**config.mk**
```make
export PLATFORM = sky130hd
export DESIGN_NAME = temporal_encoder
export DESIGN_NICKNAME = d
export VERILOG_FILES = /design/src/rtl/temporal_encoder.sv
export SDC_FILE = /design/constraint.sdc
export NUM_CORES = 1
export LEC_CHECK = 0
export CORE_AREA = 2 2 56 58
export DETAILED_ROUTE_END_ITERATION = 16
export DIE_AREA = 0 0 58 60
export DONT_BUFFER_PORTS = 1
export GPL_TIMING_DRIVEN = 1
export PLACE_DENSITY = 0.7
export REMOVE_ABC_BUFFERS = 1
export SLEW_MARGIN = 20
export SYNTH_ARGS = -nofsm -noshare
export SYNTH_HDL_FRONTEND = slang
export SYNTH_SLANG_ARGS = --single-unit
```
**constraint.sdc**
```tcl
create_clock -name clk -period 2.3 [get_ports clk]
set_input_delay 0.345 -clock clk [delete_from_list [all_inputs] [get_ports clk]]
set_output_delay 0.345 -clock clk [all_outputs]
set_load 0.005 [all_outputs]
```
**src/rtl/temporal_encoder.sv**
```systemverilog
// Temporal (race-logic) encoder: turns an operand pair into spike edges or pulses
// within a fixed-length gamma cycle, with a one-deep pending buffer for back-to-back pairs.
module temporal_encoder #(
  parameter  int GAMMA_CYCLE_WIDTH = 16,
  parameter  int PULSE_WIDTH       = 8,
  parameter  int PULSE_MODE        = 0,
  localparam int VW                = $clog2(GAMMA_CYCLE_WIDTH)
) (
  input  logic          clk,
  input  logic          rst,
  input  logic          in_valid,
  output logic          in_ready,
  input  logic [VW-1:0] val_a,
  input  logic [VW-1:0] val_b,
  output logic          out_a,
  output logic          out_b,
  output logic          gamma_rst,
  output logic          gamma_start,
  output logic [VW-1:0] gamma_slot
);

  typedef enum logic {IDLE, RUN} state_t;

  localparam logic [VW-1:0] SLOT_LAST = VW'(GAMMA_CYCLE_WIDTH - 1);
  localparam logic [VW:0]   LAST_LIVE = (VW+1)'(GAMMA_CYCLE_WIDTH - 2);
  localparam logic [VW:0]   PW        = (VW+1)'(PULSE_WIDTH);

  state_t        state_q, state_d;
  logic [VW-1:0] slot_q, slot_d;
  logic [VW-1:0] act_a_q, act_a_d, act_b_q, act_b_d;
  logic [VW-1:0] pend_a_q, pend_a_d, pend_b_q, pend_b_d;
  logic          pend_valid_q, pend_valid_d;
  logic          out_a_q, out_a_d, out_b_q, out_b_d;
  logic          gamma_rst_q, gamma_rst_d;
  logic          gamma_start_q, gamma_start_d;
  logic          xfer;

  assign in_ready = ~pend_valid_q;
  assign xfer     = in_valid & ~pend_valid_q;

  // Channel level for a given (state, value, slot); values >= G-1 never fire
  // because the live window ends at slot G-2.
  function automatic logic chan_on(input state_t st, input logic [VW-1:0] act,
                                   input logic [VW-1:0] slot);
    logic [VW:0] act_x;
    logic [VW:0] slot_x;
    logic        on;
    act_x  = {1'b0, act};
    slot_x = {1'b0, slot};
    on     = (st == RUN) && (act_x <= slot_x) && (slot_x <= LAST_LIVE);
    if (PULSE_MODE != 0) on = on && (slot_x < act_x + PW);
    return on;
  endfunction

  always_comb begin
    // NOTE: every variable gets a default here so no path leaves it unassigned (no latches).
    state_d      = state_q;
    slot_d       = slot_q;
    act_a_d      = act_a_q;
    act_b_d      = act_b_q;
    pend_a_d     = pend_a_q;
    pend_b_d     = pend_b_q;
    pend_valid_d = pend_valid_q;

    unique case (state_q)
      IDLE: begin
        slot_d = '0;
        if (xfer) begin
          act_a_d = val_a;
          act_b_d = val_b;
          state_d = RUN;
        end
      end
      RUN: begin
        if (slot_q != SLOT_LAST) begin
          slot_d = slot_q + VW'(1);
          if (xfer) begin
            pend_a_d     = val_a;
            pend_b_d     = val_b;
            pend_valid_d = 1'b1;
          end
        end else if (pend_valid_q) begin
          act_a_d      = pend_a_q;
          act_b_d      = pend_b_q;
          pend_valid_d = 1'b0;
          slot_d       = '0;
        end else if (xfer) begin
          // A pair arriving in the reset slot starts the next cycle with no idle gap.
          act_a_d = val_a;
          act_b_d = val_b;
          slot_d  = '0;
        end else begin
          state_d = IDLE;
          slot_d  = '0;
        end
      end
      default: begin
        state_d = IDLE;
        slot_d  = '0;
      end
    endcase

    // Outputs are computed from next state so the flops present glitch-free levels.
    out_a_d       = chan_on(state_d, act_a_d, slot_d);
    out_b_d       = chan_on(state_d, act_b_d, slot_d);
    gamma_rst_d   = (state_d == IDLE) || (slot_d == SLOT_LAST);
    gamma_start_d = (state_d == RUN) && (slot_d == '0);
  end

  // NOTE: sequential state uses non-blocking assignments so all flops update together.
  always_ff @(posedge clk) begin
    if (rst) begin
      state_q       <= IDLE;
      slot_q        <= '0;
      act_a_q       <= '0;
      act_b_q       <= '0;
      pend_a_q      <= '0;
      pend_b_q      <= '0;
      pend_valid_q  <= 1'b0;
      out_a_q       <= 1'b0;
      out_b_q       <= 1'b0;
      gamma_rst_q   <= 1'b1;
      gamma_start_q <= 1'b0;
    end else begin
      state_q       <= state_d;
      slot_q        <= slot_d;
      act_a_q       <= act_a_d;
      act_b_q       <= act_b_d;
      pend_a_q      <= pend_a_d;
      pend_b_q      <= pend_b_d;
      pend_valid_q  <= pend_valid_d;
      out_a_q       <= out_a_d;
      out_b_q       <= out_b_d;
      gamma_rst_q   <= gamma_rst_d;
      gamma_start_q <= gamma_start_d;
    end
  end

  assign out_a       = out_a_q;
  assign out_b       = out_b_q;
  assign gamma_rst   = gamma_rst_q;
  assign gamma_start = gamma_start_q;
  assign gamma_slot  = slot_q;

endmodule

```
Word-level counts from Yosys, hierarchy flattened
Index checks and enable logic that the tools add are counted.
- output and inout port bits: 9
- flip-flop bits (word level): 26
- input bits: 11
- bitwise logic cells: 4
- add/subtract/negate cells: 1
- reduce and logical (&&, ||, !) cells: 9
- order comparisons: 3
- eq/ne operators: 3
- muxes and demuxes: 16
- operator list (cell ; count):
    $mux W4 ; 7
    $pmux W4 S2 ; 3
    $le A4 B4 Y1 ; 2
    $logic_and A1 B1 Y1 ; 5
    $mux W1 ; 5
    $add A4 B1 Y4 const B ; 1
    $eq A4 B4 Y1 const B ; 1
    $le A4 B4 Y1 const B ; 1
    $logic_not A4 Y1 ; 1
    $ne A4 B4 Y1 const B ; 1
    $not A1 Y1 ; 3
    $reduce_and A3 Y1 ; 1
    $ne A2 B2 Y1 const B ; 1
    $pmux W1 S2 ; 1
    $reduce_and A2 Y1 ; 1
    $and A1 B1 Y1 ; 1
    $logic_or A1 B1 Y1 ; 1

Logic depth before layout (Yosys ltp)
Gate-level depths: netlist (run 1).
- depth in word-level cells: 9
- gate-level depth with buffers: 10
- gate-level depth less buffers: 9

Worst setup path before layout (run 1)
OpenSTA, ideal clock, no wires.
- path kind: register to register
- start point: register slot_q[0], in the netlist gamma_slot[0]
- end point: register out_b_q, in the netlist out_b
- stages on the path, launching flop included: 10
- data arrival time: 1978 ps
- period minus slack after synthesis: 2098 ps
- path slack: 202 ps
- setup time: 120 ps
- required time: 2180 ps
- path through: dfxtp_1 ha_1 nand3_2 o21ai_2 a211oi_2 ha_1 nor2b_1 o21ai_0 a21oi_1 nor2_1
- longest elaborated chain between the ends: 6
- ends and longest elaborated chain (item ; line ; text):
    start: declaration ; 29 ; logic [VW-1:0] slot_q, slot_d;
    start signal: assignment ; 126 ; slot_q <= slot_d;
    $ne A4 B4 Y1 ; 75 ; if (slot_q != SLOT_LAST) begin
    $mux W4 ; 75 ;
    $pmux W4 S2 ; 65 ; unique case (state_q)
    via act_b_d[1] ; 30 ; logic [VW-1:0] act_a_q, act_a_d, act_b_q, act_b_d;
    $le A4 B4 Y1 ; 50 ; on = (st == RUN) && (act_x <= slot_x) && (slot_x <= LAST_LIVE);
    $logic_and A1 B1 Y1 (2 in a row) ; 50 ;
    end signal: assignment ; 133 ; out_b_q <= out_b_d;
    end: declaration ; 33 ; logic out_a_q, out_a_d, out_b_q, out_b_d;
The timed path passes the listed nets, and every way through them passes these cells.
A chain may end at the register's enable or synchronous reset.

Worst setup path after layout (run 1)
- start point: register slot_q[2], in the netlist gamma_slot[2]
- end point: register out_b_q, in the netlist out_b
The elaborated chain is that of the path after synthesis.

==> flow_summary.toml, run 1 <==
[die]
num_rows = 20
ioPinCount = 20
initial_utilization = 0.479
die_w_um = 58
design.die.area_sq_um = 3480
die_h_um = 60
core_sq_um = 2900

[cts]
clkTransAtPathRegs_ps = 140
clockBufferDepth = 2
cts_htree_levels = 1
cts_root_buf = "clkbuf_4"
worstSkewPairLatency_ps = 330
cts_buffers = 3
cts.sinks = 26
tritoncts = "done"

[min_path]
min_path_type = "input port to flop"
min-delay-start = "rst"

[yosys]
ys_seq_area_frac = 0.374
ys_async_sr_fraction = 0
ys_types = 34
synth-main-ff-cell = "dfxtp_1"
synth_edf_count = 0
synth_cells = 154
syn_area_per_cell_sq_um = 9.03
synth_seq_cells = 26
yosys_warnings = 0
synthesis.area_sq_um = 1390

[global_route]
grt_pass1_wl_mm = 4.84
overflow = 0
grt_max_degree = 23
first_global_vias = 1065
grt_use_total = 0.184
antenna_found_initial = 0

[drt]
wire_per_inst_um = 15.6
vias = 1115
postRouteAntennaNets = 0
drcViolationCount = 0
wl_mm = 2.99
vias_per_cell = 5.84
first_pass_iters = 5
drtIter0Drc = 39

[pwr]
vdd_drop_max_v = 0.000365
p_leak_nw = 0.559
power.total_w = 0.00102
p_sw_w = 0.000265
p_clk_frac = 0.316
combPwrFrac = 0.189
swShare = 0.262
power.internal_w = 0.000750
p_seq_frac = 0.495
pwr_density_cell_nw_per_um2 = 676

[setup_path]
r2r_start = "gamma_slot[2]"
cp.arrival_ps = 2330
cp.required_ps = 2580
crit_start = "gamma_slot[2]"
cp_max_fo = 9
cp_slowest_cell = "dfxtp_1"
worst_path_largest_cell_delay_ps = 540
end_kind = "flop"
timing_worst_setup_path_type = "flop to flop"
path_cells = "and3_4 -> nor3_1 -> a211oi_2 -> ha_1 -> nor2b_1 -> o21ai_0 -> a21oi_1 -> nor2_1"
cp-start-kind = "flop"
reg2reg_setup_slack_ps = 240

[timing]
maxSlewViolCount = 0
rsz0062_at_grt = "false"
period_needed_ps = 2060
relSlewSlack = 0.678
finalHoldViolations = 0
setup_violations = 0
max_freq_mhz = 486
fin_crit_sh = 0.894
whs_ps = 51.9
tightest_slew_ps = 482
tns_ps = 0
skew_ps = 1.36

[final_layout]
diodes = 0
nNetsFinal = 179
syn_to_final_growth_pct = 8.00
layout-drive-gt1-share = 0.171
mostFrequentLayoutCells = "dfxtp_1 (25), nand2_1 (21), nor3_1 (17)"
mostFrequentLayoutCell = "dfxtp_1"

[run]
drv_cap = 0

[run_status]
status = "finished, final reports clean"

[place]
place_congestion = 0.807
port_buffers = 0
hpwl_mm = 2.16
## state kept, by name (all words and copies together), names as in the netlist, 4 cells and up
signal      cells
act_a_q         4
act_b_q         4
gamma_slot      4
pend_a_q        4
pend_b_q        4
## timing repair
action | CTS | global route
buffers inserted | 0 | 4
hold buffers | 0 | 0
gates resized for setup | 0 | 4
setup endpoints to repair | 0 | 2
## per-layer routing
layer	global-route usage	routed length [um]	part of all wire
met1	0.233	1320	0.44
met2	0.305	1460	0.49
met3	0.0325	137	0.046
met4	0.0864	63	0.021
met5	0	0	0
## metrics by stage
step | area (sq um) | std cells | util | setup WS [ps]
6_report | 1500 | 191 | 0.518 | 243
3_3_place_gp | 1400 | 183 | 0.482 | 190
2_1_floorplan | 1340 | 147 | - | 202
5_1_grt | 1500 | 191 | 0.518 | 19.9
3_5_place_dp | 1400 | 183 | 0.482 | 111
4_1_cts | 1450 | 187 | 0.500 | 69.9
## power groups by stage
stage | clock (W) | combinational, W | sequential [W]
6_report | 0.000321 | 0.000191 | 0.000503
4_1_cts | 0.000320 | 0.000191 | 0.000502
5_1_grt | 0.000339 | 0.000219 | 0.000507
3_5_place_dp | 0 | 0.000189 | 0.000512
3_3_place_gp | 0 | 0.000182 | 0.000511
2_1_floorplan | 0 | 0.000147 | 0.000509
## final cells by class
| type | instances | area (sq um) |
|---|---|---|
| Fill cell | 278 | 1400 |
| Multi-Input combinational cell | 117 | 820 |
| Sequential cell | 26 | 522 |
| Timing Repair Buffer | 7 | 52.6 |
| Tap cell | 33 | 41.3 |
| Clock inverter | 1 | 30.0 |
| Clock buffer | 3 | 22.5 |
| Inverter | 4 | 15.0 |
## cell families after synthesis
| kind of cell | after synthesis | synth area share |
|---|---|---|
| buffers and inverters | 11 | 0.0513 |
| and+or+nand+nor | 68 | 0.255 |
| DFF | 26 | 0.374 |
| adders and majority gates | 9 | 0.0809 |
| xor gates and xnor gates | 1 | 0.00630 |
| AOI/OAI and AO/OA | 31 | 0.174 |
| muxes | 8 | 0.0576 |
## cells in the mapped netlist, types with 2 or more instances
cell type | count | area share
a211oi_2 | 6 | 0.054
a21oi_1 | 12 | 0.043
buf_2 | 2 | 0.0072
clkbuf_1 | 2 | 0.0054
dfxtp_1 | 26 | 0.37
ha_1 | 9 | 0.081
inv_1 | 4 | 0.011
mux2i_1 | 8 | 0.058
nand2_1 | 21 | 0.057
nand4_1 | 2 | 0.0090
nand4b_1 | 2 | 0.013
nor2_1 | 11 | 0.030
nor2b_1 | 8 | 0.036
nor3_1 | 17 | 0.061
o21ai_0 | 5 | 0.018
## worst paths after layout
check	end	cells after the start
worst min-delay path	pend_a_q[0]	1
worst min register to register	pend_b_q[1]	2
worst max register to register	out_b	8
worst max-delay path	out_b	8
## critical path: cells and delay by family (launching register included)
family,cells,cell delay (ps)
DFF,1,540
adders and majority gates,1,280
and+or+nand+nor,4,670
AOI/OAI and AO/OA,3,500
Power figures use the tool's default switching activity.
==> inputs of run 2 (changes only) <==
--- a/config.mk
+++ b/config.mk
@@ -6,6 +6,7 @@
 export NUM_CORES = 1
 export LEC_CHECK = 0
 export CORE_AREA = 2 2 56 58
+export CTS_CLUSTER_SIZE = 12
 export DETAILED_ROUTE_END_ITERATION = 16
 export DIE_AREA = 0 0 58 60
 export DONT_BUFFER_PORTS = 1
==> constraint.sdc (replaced) <==
create_clock -name clk -period 2.3 [get_ports clk]
set_input_delay 0.115 -clock clk [delete_from_list [all_inputs] [get_ports clk]]
set_output_delay 0.115 -clock clk [all_outputs]
set_load 0.005 [all_outputs]
==> run 2 against run 1 <==
Against the previous run: sequential cell count stayed put; register-to-register slack hardly changed; design area is 6.7% higher; hold slack better by 39 ps; critical endpoint unchanged; highest routed layer unchanged.
==> flow_summary.toml, run 2 (synthesis results as in run 1) <==
[timing]
period_needed_ps = 2050
max_freq_mhz = 489
rsz0062_at_grt = "false"
tightest_slew_ps = 879
fin_crit_sh = 0.890
setup_violations = 0
tns_ps = 0
skew_ps = 2.15
relSlewSlack = 0.412
finalHoldViolations = 0
maxSlewViolCount = 0

[setup_path]
end_kind = "flop"
cp_slowest_cell = "dfxtp_1"
timing_worst_setup_path_type = "flop to flop"
worst_path_largest_cell_delay_ps = 540
reg2reg_setup_slack_ps = 250
cp_max_fo = 9
cp.required_ps = 2570
critPathBufInv = 0
critical-path-top-delay-family = "simple AND/OR/NAND/NOR gates"
cp.arrival_ps = 2320
path_cells = "and3_4 -> nor3_1 -> a211oi_2 -> ha_1 -> nor2b_1 -> o21ai_0 -> a21oi_1 -> nor2_1"
cp-start-kind = "flop"

[final_layout]
nNetsFinal = 189
mostFrequentLayoutCells = "dfxtp_1 (25), nand2_1 (21), nor3_1 (17)"
syn_to_final_growth_pct = 15.2
layout-drive-gt1-share = 0.161
mostFrequentLayoutCell = "dfxtp_1"
design_area_sq_um = 1600
diodes = 0
fillers = 270

[drt]
drtIter0Drc = 39
drcViolationCount = 0
first_pass_iters = 4
wire_per_inst_um = 15.4
vias = 1158
vias_per_cell = 5.76
postRouteAntennaNets = 0
wl_mm = 3.09

[cts]
worstSkewPairLatency_ps = 330
cts.sinks = 26
clockBufferDepth = 2
clkTransAtPathRegs_ps = 140
cts_buffers = 3
tritoncts = "done"
cts_htree_levels = 1
cts_root_buf = "clkbuf_4"

[global_route]
antenna_found_initial = 0
grt_pass1_wl_mm = 4.95
first_global_vias = 1108
overflow = 0
grt_use_total = 0.188
grt_max_degree = 23

[pwr]
p_sw_w = 0.000274
p_clk_frac = 0.309
power.internal_w = 0.000761
pwr_density_cell_nw_per_um2 = 646
p_leak_nw = 0.601
swShare = 0.265
p_seq_frac = 0.486
vdd_drop_max_v = 0.000365
combPwrFrac = 0.205

[die]
die_w_um = 58
num_rows = 20
design.die.area_sq_um = 3480
ioPinCount = 20
core_sq_um = 2900
initial_utilization = 0.479
die_h_um = 60

[run]
drv_cap = 0

[place]
dpl-instance-area_sq_um = 1400
place_congestion = 0.807
hpwl_mm = 2.16
port_buffers = 0

[run_status]
status = "finished, final reports clean"

[min_path]
min_path_type = "input port to flop"
## run 2: changes by cell type in the layout (fill, tap and decap cells not counted), sizes merged
cell / previous run / this run
dlygate4sd3: 0 / 10
## run 2: cell type report
cell class / instances / area (sq um) / area share
inverters: 4 / 15.0 / 0.00937
multi-input cells: 117 / 820 / 0.511
repair buffers: 17 / 153 / 0.0952
clock buffers: 3 / 22.5 / 0.0141
well taps: 33 / 41.3 / 0.0258
flip-flops and latches: 26 / 522 / 0.326
clock inverters: 1 / 30.0 / 0.0187
## run 2: timing repair
item | 4_1_cts | 5_1_grt
hold buffers | 10 | 0
resized for setup | 0 | 4
setup endpoints to repair | 0 | 2
hold endpoints to repair | 24 | 0
buffers inserted | 0 | 4
## run 2: power groups by stage
| stage | combinational, W | clock (W) | sequential (W) |
|---|---|---|---|
| 3_5_place_dp | 0.000189 | 0 | 0.000512 |
| 5_1_grt | 0.000241 | 0.000338 | 0.000507 |
| 6_report | 0.000212 | 0.000320 | 0.000503 |
| 2_1_floorplan | 0.000147 | 0 | 0.000509 |
| 3_3_place_gp | 0.000182 | 0 | 0.000511 |
| 4_1_cts | 0.000211 | 0.000320 | 0.000502 |
## run 2: per-stage QoR
step | instances | hold WS [ps] | setup WS, ps | total power, W | utilization
after CTS | 197 | 92.0 | 69.8 | 0.00103 | 0.534
after global placement | 183 | 187 | 190 | 0.000694 | 0.482
after floorplan | 147 | 184 | 202 | 0.000656 | -
after global routing | 201 | 92.8 | 24.2 | 0.00109 | 0.552
after detailed placement | 183 | 188 | 111 | 0.000702 | 0.482
final | 201 | 91.3 | 253 | 0.00104 | 0.552
## run 2: metal layers
metal,wire [um],vias up,track usage
li1,-,578,-
met1,1390,548,0.236
met2,1530,27,0.317
met3,119,5,0.0303
met4,51,0,0.0864
met5,0,-,0
## run 2: worst paths after layout
check	from	end	cells past startpoint
setup reg to reg	gamma_slot[2]	out_b	8
hold / removal	in_valid	state_q	2
hold reg to reg	pend_b_q[1]	pend_b_q[1]	2
setup / recovery	gamma_slot[2]	out_b	8
